## config.mk

```make
export PLATFORM = sky130hd
export DESIGN_NAME = ss_seq_flat
export DESIGN_NICKNAME = d
export VERILOG_FILES = /design/src/rtl/ss_seq_pkg.sv /design/src/rtl/ss_seq_if.sv /design/src/rtl/ss_samp_fifo.sv /design/src/rtl/ss_seq.sv /design/src/flat_wrapper.sv
export SDC_FILE = /design/constraint.sdc
export NUM_CORES = 1
export LEC_CHECK = 0
export BUFFER_PORTS_ARGS = -buffer_cell sky130_fd_sc_hd__buf_2
export CAP_MARGIN = 10
export CORE_MARGIN = 4
export CORE_UTILIZATION = 55
export CTS_CLUSTER_SIZE = 10
export DETAILED_ROUTE_END_ITERATION = 6
export HOLD_SLACK_MARGIN = 0.05
export PLACE_DENSITY = 0.73
export SETUP_SLACK_MARGIN = 0.3
export SYNTH_ARGS = -nofsm -noshare
export SYNTH_HDL_FRONTEND = slang
export SYNTH_SLANG_ARGS = --single-unit
```

## constraint.sdc

```tcl
create_clock -name clk -period 11.6 [get_ports clk]
set_input_delay 1.16 -clock clk [delete_from_list [all_inputs] [get_ports clk]]
set_output_delay 1.16 -clock clk [all_outputs]
set_load 0.02 [all_outputs]
```

## src/rtl/ss_seq_pkg.sv

```systemverilog
// Shared types and default timing constants for the spread spectrum correlator sequencer.
package ss_seq_pkg;

   typedef enum logic [2:0] {
      ST_IDLE,
      ST_LOAD,
      ST_PRE,
      ST_SYNC,
      ST_POST,
      ST_RUN,
      ST_DRAIN,
      ST_DONE
   } state_t;

   localparam int DEF_NREGS      = 16;
   localparam int DEF_FIFO_DEPTH = 4;
   localparam int DEF_SYNC_PRE   = 2;
   localparam int DEF_SYNC_HI    = 2;
   localparam int DEF_SYNC_POST  = 3;
   localparam int DEF_DRAIN_CYC  = 500;

   typedef logic [23:0] cnt24_t;

endpackage

```

## src/rtl/ss_seq_if.sv

```systemverilog
// Host config bus, upstream sample stream and correlator control bus of the sequencer.
interface ss_seq_if;
   logic        cfg_we;
   logic [3:0]  cfg_addr;
   logic [31:0] cfg_wdata;
   logic        s_valid;
   logic [11:0] s_data;
   logic        s_ready;
   logic [31:0] c_din;
   logic [3:0]  c_addr;
   logic        c_strobe;
   logic [11:0] c_samp;
   logic        c_push_samp;
   logic        c_sync;
   logic        c_push_corr;

   modport slave (
      input  cfg_we, cfg_addr, cfg_wdata, s_valid, s_data, c_push_corr,
      output s_ready, c_din, c_addr, c_strobe, c_samp, c_push_samp, c_sync
   );

   modport master (
      output cfg_we, cfg_addr, cfg_wdata, s_valid, s_data, c_push_corr,
      input  s_ready, c_din, c_addr, c_strobe, c_samp, c_push_samp, c_sync
   );
endinterface

```

## src/rtl/ss_samp_fifo.sv

```systemverilog
// Small synchronous skid FIFO for upstream samples; head is the oldest entry, no bypass.
module ss_samp_fifo #(
   parameter int DEPTH = 4,
   parameter int W     = 12
) (
   input  logic                     clk,
   input  logic                     reset,
   input  logic                     push,
   input  logic                     pop,
   input  logic                     flush,
   input  logic [W-1:0]             din,
   output logic [W-1:0]             head,
   output logic                     full,
   output logic                     empty,
   output logic [$clog2(DEPTH):0]   level
);
   localparam int AW = $clog2(DEPTH);

   logic [W-1:0]  mem [DEPTH];
   logic [AW-1:0] wr_ptr_reg, rd_ptr_reg;
   logic [AW:0]   level_reg;
   logic          push_ok, pop_ok;

   assign full    = (level_reg == (AW+1)'(DEPTH));
   assign empty   = (level_reg == '0);
   assign push_ok = push && !full && !flush;
   assign pop_ok  = pop && !empty && !flush;
   assign head    = mem[rd_ptr_reg];
   assign level   = level_reg;

   always_ff @(posedge clk) begin
      if (push_ok) mem[wr_ptr_reg] <= din;
   end

   always_ff @(posedge clk or negedge reset) begin
      if (!reset) begin
         wr_ptr_reg <= '0;
         rd_ptr_reg <= '0;
         level_reg  <= '0;
      end else if (flush) begin
         wr_ptr_reg <= '0;
         rd_ptr_reg <= '0;
         level_reg  <= '0;
      end else begin
         if (push_ok) wr_ptr_reg <= wr_ptr_reg + AW'(1);
         if (pop_ok)  rd_ptr_reg <= rd_ptr_reg + AW'(1);
         case ({push_ok, pop_ok})
            2'b10:   level_reg <= level_reg + (AW+1)'(1);
            2'b01:   level_reg <= level_reg - (AW+1)'(1);
            default: level_reg <= level_reg;
         endcase
      end
   end
endmodule

```

## src/rtl/ss_seq.sv

```systemverilog
// Correlator sequencer: register load, guarded sync burst, sample streaming and drain window.
module ss_seq
   import ss_seq_pkg::*;
#(
   parameter int NREGS      = DEF_NREGS,
   parameter int FIFO_DEPTH = DEF_FIFO_DEPTH,
   parameter int SYNC_PRE   = DEF_SYNC_PRE,
   parameter int SYNC_HI    = DEF_SYNC_HI,
   parameter int SYNC_POST  = DEF_SYNC_POST,
   parameter int DRAIN_CYC  = DEF_DRAIN_CYC
) (
   input  logic     clk,
   input  logic     reset,
   input  logic     start,
   input  logic     abort,
   input  cnt24_t   nsamp,
   output logic     busy,
   output logic     done,
   output cnt24_t   corr_cnt,
   ss_seq_if.slave  bus
);
   localparam int LW = $clog2(FIFO_DEPTH) + 1;

   state_t        state_reg, state_next;
   logic [15:0]   cnt_reg, cnt_next;
   cnt24_t        nsamp_reg, nsamp_next, acc_reg, acc_next;
   cnt24_t        pushed_reg, pushed_next, corr_reg, corr_next;
   logic [31:0]   bank_reg [NREGS];
   logic          bank_we, xfer, load_en;
   logic [3:0]    load_idx;
   logic          fifo_push, fifo_pop, fifo_flush, fifo_full, fifo_empty;
   logic [11:0]   fifo_head;
   logic [LW-1:0] fifo_level, level_next;

   logic          s_ready_reg, s_ready_next, c_strobe_reg, c_strobe_next;
   logic          c_push_samp_reg, c_push_samp_next, c_sync_reg, c_sync_next;
   logic          busy_reg, busy_next, done_reg, done_next;
   logic [31:0]   c_din_reg, c_din_next;
   logic [3:0]    c_addr_reg, c_addr_next;
   logic [11:0]   c_samp_reg, c_samp_next;

   assign bank_we = bus.cfg_we && (state_reg == ST_IDLE);
   assign xfer    = bus.s_valid && s_ready_reg;

   always_ff @(posedge clk or negedge reset) begin
      if (!reset) begin
         for (int i = 0; i < NREGS; i++) bank_reg[i] <= '0;
      end else if (bank_we) begin
         bank_reg[bus.cfg_addr] <= bus.cfg_wdata;
      end
   end

   ss_samp_fifo #(.DEPTH(FIFO_DEPTH), .W(12)) u_fifo (
      .clk   (clk),
      .reset (reset),
      .push  (fifo_push),
      .pop   (fifo_pop),
      .flush (fifo_flush),
      .din   (bus.s_data),
      .head  (fifo_head),
      .full  (fifo_full),
      .empty (fifo_empty),
      .level (fifo_level)
   );

   always_comb begin
      state_next       = state_reg;
      cnt_next         = cnt_reg;
      nsamp_next       = nsamp_reg;
      pushed_next      = pushed_reg;
      fifo_flush       = abort;
      fifo_push        = xfer && !fifo_full && !abort;
      fifo_pop         = 1'b0;
      acc_next         = acc_reg + cnt24_t'(fifo_push);
      load_en          = 1'b0;
      load_idx         = '0;
      c_samp_next      = '0;
      c_push_samp_next = 1'b0;
      case (state_reg)
         ST_IDLE: if (start) begin
            state_next  = ST_LOAD;
            cnt_next    = '0;
            nsamp_next  = nsamp;
            acc_next    = '0;
            pushed_next = '0;
            load_en     = 1'b1;
         end
         ST_LOAD: if (cnt_reg == 16'(NREGS - 1)) begin
            state_next = ST_PRE;
            cnt_next   = '0;
         end else begin
            cnt_next = cnt_reg + 16'd1;
            load_en  = 1'b1;
            load_idx = cnt_reg[3:0] + 4'd1;
         end
         ST_PRE: if (cnt_reg == 16'(SYNC_PRE - 1)) begin
            state_next = ST_SYNC;
            cnt_next   = '0;
         end else cnt_next = cnt_reg + 16'd1;
         ST_SYNC: if (cnt_reg == 16'(SYNC_HI - 1)) begin
            state_next = ST_POST;
            cnt_next   = '0;
         end else cnt_next = cnt_reg + 16'd1;
         ST_POST: if (cnt_reg == 16'(SYNC_POST - 1)) begin
            state_next = (nsamp_reg == '0) ? ST_DRAIN : ST_RUN;
            cnt_next   = '0;
         end else cnt_next = cnt_reg + 16'd1;
         ST_RUN: if (pushed_reg == nsamp_reg) begin
            state_next = ST_DRAIN;
            cnt_next   = '0;
         end else if (!fifo_empty) begin
            fifo_pop         = 1'b1;
            pushed_next      = pushed_reg + 24'd1;
            c_push_samp_next = 1'b1;
            c_samp_next      = fifo_head;
         end
         // The drain entry cycle is followed by DRAIN_CYC full wait cycles before DONE.
         ST_DRAIN: if (cnt_reg == 16'(DRAIN_CYC)) begin
            state_next = ST_DONE;
         end else cnt_next = cnt_reg + 16'd1;
         ST_DONE:  state_next = ST_IDLE;
         default:  state_next = ST_IDLE;
      endcase

      if (abort) begin
         state_next       = ST_IDLE;
         fifo_pop         = 1'b0;
         load_en          = 1'b0;
         c_push_samp_next = 1'b0;
         c_samp_next      = '0;
      end

      corr_next = corr_reg;
      if (state_reg == ST_IDLE) begin
         if (start && !abort) corr_next = '0;
      end else if (bus.c_push_corr && corr_reg != '1) begin
         corr_next = corr_reg + 24'd1;
      end

      level_next = fifo_flush ? '0 : fifo_level + LW'(fifo_push) - LW'(fifo_pop);

      c_strobe_next = load_en;
      c_addr_next   = load_en ? load_idx : '0;
      // A config write landing with the accepted start must reach the first LOAD beat.
      if (!load_en)                                   c_din_next = '0;
      else if (bank_we && bus.cfg_addr == load_idx)   c_din_next = bus.cfg_wdata;
      else                                            c_din_next = bank_reg[load_idx];

      c_sync_next  = (state_next == ST_SYNC);
      s_ready_next = (state_next == ST_SYNC || state_next == ST_POST || state_next == ST_RUN)
                     && (level_next < LW'(FIFO_DEPTH)) && (acc_next < nsamp_next);
      busy_next    = (state_next != ST_IDLE);
      done_next    = (state_next == ST_DONE);
   end

   always_ff @(posedge clk or negedge reset) begin
      if (!reset) begin
         state_reg       <= ST_IDLE;
         cnt_reg         <= '0;
         nsamp_reg       <= '0;
         acc_reg         <= '0;
         pushed_reg      <= '0;
         corr_reg        <= '0;
         s_ready_reg     <= 1'b0;
         c_din_reg       <= '0;
         c_addr_reg      <= '0;
         c_strobe_reg    <= 1'b0;
         c_samp_reg      <= '0;
         c_push_samp_reg <= 1'b0;
         c_sync_reg      <= 1'b0;
         busy_reg        <= 1'b0;
         done_reg        <= 1'b0;
      end else begin
         state_reg       <= state_next;
         cnt_reg         <= cnt_next;
         nsamp_reg       <= nsamp_next;
         acc_reg         <= acc_next;
         pushed_reg      <= pushed_next;
         corr_reg        <= corr_next;
         s_ready_reg     <= s_ready_next;
         c_din_reg       <= c_din_next;
         c_addr_reg      <= c_addr_next;
         c_strobe_reg    <= c_strobe_next;
         c_samp_reg      <= c_samp_next;
         c_push_samp_reg <= c_push_samp_next;
         c_sync_reg      <= c_sync_next;
         busy_reg        <= busy_next;
         done_reg        <= done_next;
      end
   end

   assign bus.s_ready     = s_ready_reg;
   assign bus.c_din       = c_din_reg;
   assign bus.c_addr      = c_addr_reg;
   assign bus.c_strobe    = c_strobe_reg;
   assign bus.c_samp      = c_samp_reg;
   assign bus.c_push_samp = c_push_samp_reg;
   assign bus.c_sync      = c_sync_reg;
   assign busy            = busy_reg;
   assign done            = done_reg;
   assign corr_cnt        = corr_reg;
endmodule

```

## src/flat_wrapper.sv

```systemverilog
// flat-port wrapper written by rule: the top's interface ports become plain ports
module ss_seq_flat import ss_seq_pkg::*;
#(
   parameter int NREGS      = DEF_NREGS,
   parameter int FIFO_DEPTH = DEF_FIFO_DEPTH,
   parameter int SYNC_PRE   = DEF_SYNC_PRE,
   parameter int SYNC_HI    = DEF_SYNC_HI,
   parameter int SYNC_POST  = DEF_SYNC_POST,
   parameter int DRAIN_CYC  = DEF_DRAIN_CYC
)
  (clk, reset, start, abort, nsamp, busy, done, corr_cnt, bus_cfg_we, bus_cfg_addr, bus_cfg_wdata, bus_s_valid, bus_s_data, bus_c_push_corr, bus_s_ready, bus_c_din, bus_c_addr, bus_c_strobe, bus_c_samp, bus_c_push_samp, bus_c_sync);
  ss_seq_if bus_i ();
  input  logic clk;
  input  logic reset;
  input  logic start;
  input  logic abort;
  input  cnt24_t nsamp;
  output logic busy;
  output logic done;
  output cnt24_t corr_cnt;
  input wire logic [$bits(bus_i.cfg_we)-1:0] bus_cfg_we;
  input wire logic [$bits(bus_i.cfg_addr)-1:0] bus_cfg_addr;
  input wire logic [$bits(bus_i.cfg_wdata)-1:0] bus_cfg_wdata;
  input wire logic [$bits(bus_i.s_valid)-1:0] bus_s_valid;
  input wire logic [$bits(bus_i.s_data)-1:0] bus_s_data;
  input wire logic [$bits(bus_i.c_push_corr)-1:0] bus_c_push_corr;
  output wire logic [$bits(bus_i.s_ready)-1:0] bus_s_ready;
  output wire logic [$bits(bus_i.c_din)-1:0] bus_c_din;
  output wire logic [$bits(bus_i.c_addr)-1:0] bus_c_addr;
  output wire logic [$bits(bus_i.c_strobe)-1:0] bus_c_strobe;
  output wire logic [$bits(bus_i.c_samp)-1:0] bus_c_samp;
  output wire logic [$bits(bus_i.c_push_samp)-1:0] bus_c_push_samp;
  output wire logic [$bits(bus_i.c_sync)-1:0] bus_c_sync;
  assign bus_i.cfg_we = bus_cfg_we;
  assign bus_i.cfg_addr = bus_cfg_addr;
  assign bus_i.cfg_wdata = bus_cfg_wdata;
  assign bus_i.s_valid = bus_s_valid;
  assign bus_i.s_data = bus_s_data;
  assign bus_i.c_push_corr = bus_c_push_corr;
  assign bus_s_ready = bus_i.s_ready;
  assign bus_c_din = bus_i.c_din;
  assign bus_c_addr = bus_i.c_addr;
  assign bus_c_strobe = bus_i.c_strobe;
  assign bus_c_samp = bus_i.c_samp;
  assign bus_c_push_samp = bus_i.c_push_samp;
  assign bus_c_sync = bus_i.c_sync;
  ss_seq #(.NREGS(NREGS), .FIFO_DEPTH(FIFO_DEPTH), .SYNC_PRE(SYNC_PRE), .SYNC_HI(SYNC_HI), .SYNC_POST(SYNC_POST), .DRAIN_CYC(DRAIN_CYC)) u_core (.clk(clk), .reset(reset), .start(start), .abort(abort), .nsamp(nsamp), .busy(busy), .done(done), .corr_cnt(corr_cnt), .bus(bus_i));
endmodule
```

**Word-level counts from Yosys, hierarchy flattened**

Memories as Yosys holds them, arrays and structs flattened.
Cells that the tools add are included.

- Bits in registers: 688
- RAM bits: 48
- Input port bits: 79
- Output and inout bits: 78
- Word-level logic and storage cells: 173
- Memories: 1

- Add/sub/neg operators: 11
- Order comparisons: 5
- Equality and inequality tests: 27
- Muxes and demuxes: 60
- Bitwise operators: 2
- Reductions and logical operators: 33

Memories:

| memory | depth | bits a word | rd ports | clocked after memory_dff | wr ports | RTL line | text |
|---|---|---|---|---|---|---|---|
| u_core.u_fifo.mem | 4 | 12 | 1 | 0 | 1 | ss_samp_fifo.sv:19 | `logic [W-1:0] mem [DEPTH];` |

Operators with widths:

| cell | number |
|---|---|
| 512-bit bitwise mux | 1 |
| 24-bit 2-to-1 mux | 10 |
| 32-bit 2-to-1 mux | 5 |
| 32-bit binary-select mux with 4-bit select | 1 |
| 32-bit demux with 4-bit select | 1 |
| 16-bit 2-to-1 mux | 6 |
| 16-bit one-hot mux with 6 select lines | 1 |
| 24-bit by 1-bit adder with 24-bit output, second input constant | 2 |
| 12-bit 2-to-1 mux | 4 |
| 24-bit one-hot mux with 2 select lines | 1 |
| 3-bit 2-to-1 mux | 10 |
| 24-bit by 1-bit adder with 24-bit output | 1 |
| 24-bit == test | 1 |
| 3-bit == test, second input constant | 8 |
| 24-bit logical NOT | 1 |
| 24-bit less-than comparator | 1 |
| 24-bit inequality test, second input constant | 1 |
| 3-bit one-hot mux with 8 select lines | 1 |
| 16-bit by 1-bit adder with 16-bit output, second input constant | 1 |
| 16-bit by 1-bit == test with 1-bit output, second input constant | 1 |
| 16-bit by 2-bit == test with 1-bit output, second input constant | 1 |
| 16-bit by 4-bit == test with 1-bit output, second input constant | 1 |
| 16-bit by 9-bit == test with 1-bit output, second input constant | 1 |
| 1-bit logical AND | 14 |
| 31 further kinds | 63 |

**Depth between registers and ports, before layout**

- Word-level depth: 10
- Gate-level depth with buffers: 19
- Depth with buffers taken out: 17

**Modules after synthesis**

Synthesis repeated with hierarchy kept, for this count alone.

- Cells, all modules: 2827
- Area total of the unflattened synthesis: 34614.4 sq um

Modules (own cells, without submodules):

| module | instances | cells an instance | area an instance (sq um) | seq. area each (sq um) |
|---|---|---|---|---|
| ss_seq | 1 | 2700 | 32329.8 | 17041.3 |
| ss_samp_fifo | 1 | 127 | 2284.7 | 1616.6 |

**Least setup slack after synthesis**

Ideal clock, no wire load.

- Kind: input -> register
- From: input port abort
- To: register u_core.s_ready_reg, in the netlist u_core.bus.s_ready
- Setup time: 0.094 ns
- Arrival time: 4.387 ns
- Data required time: 11.506 ns
- Path slack: 7.120 ns
- Cell stages on the path: 18
- Buffers on the path: 3
- Cell sequence: clkbuf_1 a211oi_1 clkbuf_1 ha_1 and3_1 clkbuf_1 inv_1 nor3_1 nand2_1 xor2_1 nor2_1 ha_1 a21o_1 a21oi_1 nor2_1 a2111oi_0 o221ai_1 a221oi_2

- Elaborated cells between the ends (all ways): 19
- Classes of those cells: 3 x add/sub; 2 x order compare; 3 x eq/ne; 5 x mux; 6 x reduce/logical

RTL lines:

| element | RTL line | text |
|---|---|---|
| start: declaration | flat_wrapper.sv:16 | `input logic abort;` |
| 1-bit logical NOT * | ss_seq.sv:72 | `fifo_push = xfer && !fifo_full && !abort;` |
| 1-bit logical AND * | ss_seq.sv:72 |  |
| 24-bit by 1-bit adder with 24-bit output * | ss_seq.sv:74 | `acc_next = acc_reg + cnt24_t'(fifo_push);` |
| 24-bit 2-to-1 mux | ss_seq.sv:80 | `ST_IDLE: if (start) begin` |
| 24-bit 2-to-1 mux * | ss_seq.sv:79 | `case (state_reg)` |
| via u_core.acc_next[18] | ss_seq.sv:26 | `cnt24_t nsamp_reg, nsamp_next, acc_reg, acc_next;` |
| 24-bit less-than comparator * | ss_seq.sv:151 | `&& (level_next < LW'(FIFO_DEPTH)) && (acc_next < nsamp_next);` |
| 1-bit logical AND * | ss_seq.sv:151 |  |
| via u_core.s_ready_next | ss_seq.sv:35 | `logic s_ready_reg, s_ready_next, c_strobe_reg, c_strobe_next;` |
| end signal: assignment | ss_seq.sv:180 | `s_ready_reg <= s_ready_next;` |
| end: declaration | ss_seq.sv:35 |  |

Mark *: on every way through the listed nets, which the timed path passes. The rest lies on a longest branch.
A chain may end at the register's enable or synchronous reset.

**Worst setup path after layout**

- From: register u_core.cnt_reg[0]
- To: register u_core.c_din_reg[19], in the netlist u_core.bus.c_din[19]

- Longest elaborated chain between the ends: 9
- Elaborated cells between the ends (all ways): 15
- Classes of those cells: 1 x add/sub; 2 x eq/ne; 10 x mux; 1 x bitwise; 1 x reduce/logical

Ends and longest elaborated chain:

| element | RTL line | text |
|---|---|---|
| start: declaration | ss_seq.sv:25 | `logic [15:0] cnt_reg, cnt_next;` |
| start signal: assignment | ss_seq.sv:175 | `cnt_reg <= cnt_next;` |
| 4-bit by 1-bit adder with 4-bit output / 16-bit by 4-bit == test with 1-bit output (equally long branches) | ss_seq.sv:94, ss_seq.sv:88 |  |
| 4-bit 2-to-1 mux | ss_seq.sv:88 | `ST_LOAD: if (cnt_reg == 16'(NREGS - 1)) begin` |
| 4-bit 2-to-1 mux | ss_seq.sv:79 |  |
| 4-bit inverter with 5-bit output (not written as such) | ss_seq.sv:147 | `else c_din_next = bank_reg[load_idx];` |
| 32-bit binary-select mux with 4-bit select | ss_seq.sv:147 |  |
| 32-bit 2-to-1 mux (not written as such) (2 in a row) | ss_seq.sv:147 |  |
| 32-bit 2-to-1 mux | ss_seq.sv:146 | `else if (bank_we && bus.cfg_addr == load_idx) c_din_next = bus.cfg_wdata;` |
| 32-bit 2-to-1 mux * | ss_seq.sv:145 | `if (!load_en) c_din_next = '0;` |
| via u_core.c_din_next[19] | ss_seq.sv:38 | `logic [31:0] c_din_reg, c_din_next;` |
| end signal: assignment | ss_seq.sv:181 | `c_din_reg <= c_din_next;` |
| end: declaration | ss_seq.sv:38 |  |

Mark *: on every way through the listed nets, which the timed path passes. The rest lies on a longest branch. The select of a mux whose other input is x is not followed.

==> impl_metrics.toml <==
[run_status]
status = "completed"

[timing]
period_share = 0.424
setup_ws_ns = 6.69
max_slew_margin = 0.135
setup_viol = 0
tightest_slew_ns = 1.29
finalClockSkew_ns = 0.0248
hold_violations = 0
maxSlewViolCount = 0
timing.fmax_mhz = 203
setup_tns_ns = 0
post-route-min-period_ns = 4.91
rsz0062_at_grt = "no"

[grt]
grt_pass1_wl_um = 140000
grt_pass1_vias = 24500
grt_max_degree = 154
antenna_found_initial = 5
track_usage = 0.269
grt.overflow.total = 0

[synth]
yosysSeqAreaShare = 0.551
synth_ff_type = "dfrtp_1"
synth.distinct_cells = 70
synth-edff-count = 48
syn_area_um2 = 33900
syn-num-nets = 2964
synth.largest_area_cell = "dfrtp_1"
postSynthCellCount = 2847
ys_ff_latch = 736
synth_area_leaders = "dfrtp_1 51%, mux2_2 17%, edfxtp_1 4.3%"
ys_warn_count = 0
async_flop_share = 0.935
yosys-top-cells-count = "688 x dfrtp_1, 509 x mux2_2, 356 x nand2_1"
synth.avg_cell_area_um2 = 11.9
yosysTopAreaCellShare = 0.508
yosysMostFrequentCell = "dfrtp_1"

[pwr]
comb_power_share = 0.148
intPower_uw = 4980
switching_share = 0.260
power_switching_uw = 1750
clkPwrFrac = 0.361
seqPwrFrac = 0.492
ir_drop_mv = 0.162
powerDensity_nw_per_um2 = 179
power_leakage_uw = 0.0168

[placement]
hpwl_um = 50300
routabilityCongestion = 0.838
dp.cells = 3613
port_buffers = 156
pre_cts_ws_ns = 6.81

[finish]
largest_register_ffs = 512
area_delta_synth_final_pct = 11.0
nets = 3035
layout-drive-gt1-share = 0.290
finalNonFillerCells = 3736

[clock_network]
clockBufferDepth = 3
cts.sinks = 736
clk_latency_ns = 0.63
post_cts_resize_count = 0
cts_buffers = 85
h-tree-depth = 3
cts_tree = "yes"
clock-root-buffer = "clkbuf_16"
post_cts_buffers = 0
path_clk_slew_ns = 0.05
holdBufCountCts = 0

[die]
num_rows = 90
ios = 157
initial_core_util = 0.558
dieHeight_um = 256
core_area_um2 = 60700
die_area_um2 = 65700
die_w_um = 256

[flow_run]
drv_cap = 0

[drt]
drtIter0Drc = 2303
drt_pre_antenna_iters = 6
drt_drc_violations_left = 0
via_per_inst = 6.32
wl_per_cell_um = 23.8
routed_wl_um = 89000
antenna_left = 0
routed-via-count = 23600

[min_path]
min_path_type = "register to register"

[setup_path]
crit_type = "register to register"
crit_required_ns = 12.06
start_kind = "register"
worstPathArrival_ns = 5.38
critPathCaptureType = "register"
cp_max_fo = 40
[layout by cell type, fill, tap and decap left out, types with 5 or more instances in the layout]
cell	n
nand2_2	9
nand4_1	29
a32o_1	30
o31ai_1	12
dfrtp_1	687
edfxtp_1	48
nor4_1	10
and2_1	49
nand2_1	346
mux2i_1	56
o21ai_0	35
clkbuf_1	21
nor3_1	23
nand2b_1	5
a211oi_1	36
mux2_2	509
mux4_2	12
xnor2_1	50
buf_2	155
a31oi_1	36
a21oi_1	120
xor2_1	39
nor2b_1	24
nor2_4	6
clkbuf_16	89
a221oi_1	64
o21ai_1	31
buf_4	35
inv_1	44
nor2_1	98
a311oi_1	31
and3_1	19
diode_2	5
ha_1	37
nand3_1	66
or3_1	16
[routing by layer]
layer,track usage,routed length [um],part of all wire
met1,0.364,37100,0.42
met2,0.431,42000,0.47
met5,0,13,0.00015
met3,0.0550,6910,0.078
met4,0.103,3000,0.034
[cell type report]
class	count	area (um^2)
timing repair buffer	192	1070
inverter	45	170
sequential	736	18700
antenna	5	12.5
fill	4626	23100
clock buffer	113	2350
clock inverter	5	72.6
tap	782	978
multi-input combinational	1858	14300
[logic make-up (layout without fill, tap and decap cells)]
family	count (synthesis)	after routing	synth area share
buffers and inverters	253	355	0.0313
other	0	5	0
XOR/XNOR	89	89	0.0230
adder cells (fa/ha/maj)	38	38	0.0142
AO/OA/AOI/OAI	423	423	0.0868
AND/OR/NAND/NOR	727	727	0.0992
multiplexers	581	581	0.195
flip-flops	736	736	0.551
[worst max-delay path: stages, from the launching register on]
cell and delay [ns]:
dfrtp_4 0.71, ha_1 0.34, nand3_1 0.34, o211ai_4 0.98
buf_4 0.63, a2111oi_2 0.18, o211ai_4 0.35, buf_4 0.54
nor2_4 0.04, buf_4 0.32, nand2_1 0.17, o21ai_1 0.09
[per-stage QoR]
| stage | instance area [um^2] | utilization | total power (uW) | hold slack (ns) |
|---|---|---|---|---|
| CTS | 37600 | 0.620 | 6760 | 0.483 |
| floorplan | 33900 | - | 4000 | 0.450 |
| detailed placement | 35200 | 0.580 | 4330 | 0.471 |
| global placement | 35200 | 0.580 | 4250 | 0.463 |
| finish | 37600 | 0.620 | 6720 | 0.481 |
| global route | 37600 | 0.620 | 7030 | 0.498 |
[power groups by stage]
stage | logic (uW) | registers (uW) | clock network [uW]
2_1_floorplan | 732 | 3260 | 0
3_3_place_gp | 945 | 3300 | 0
3_5_place_dp | 993 | 3330 | 0
4_1_cts | 998 | 3290 | 2460
5_1_grt | 1100 | 3350 | 2580
6_report | 995 | 3300 | 2420
[path summary, 6_finish.rpt]
check                      slack (ns)                               end  cells after the start                             start
setup / recovery                 6.69    u_core.bus.c_din[19]$_DFF_PN0_                     11     u_core.cnt_reg[0]$_DFFE_PN0P_
hold reg to reg                  0.48  u_core.bank_reg[363]$_DFFE_PN0P_                      1  u_core.bank_reg[363]$_DFFE_PN0P_
hold / removal                   0.48  u_core.bank_reg[363]$_DFFE_PN0P_                      1  u_core.bank_reg[363]$_DFFE_PN0P_
max in group asynchronous        8.64  u_core.bank_reg[395]$_DFFE_PN0P_                      3                             reset
setup reg to reg                 6.69    u_core.bus.c_din[19]$_DFF_PN0_                     11     u_core.cnt_reg[0]$_DFFE_PN0P_
min in group asynchronous        0.58    u_core.bus.c_samp[0]$_DFF_PN0_                      1                             reset
(Power assumes the default switching activity.)
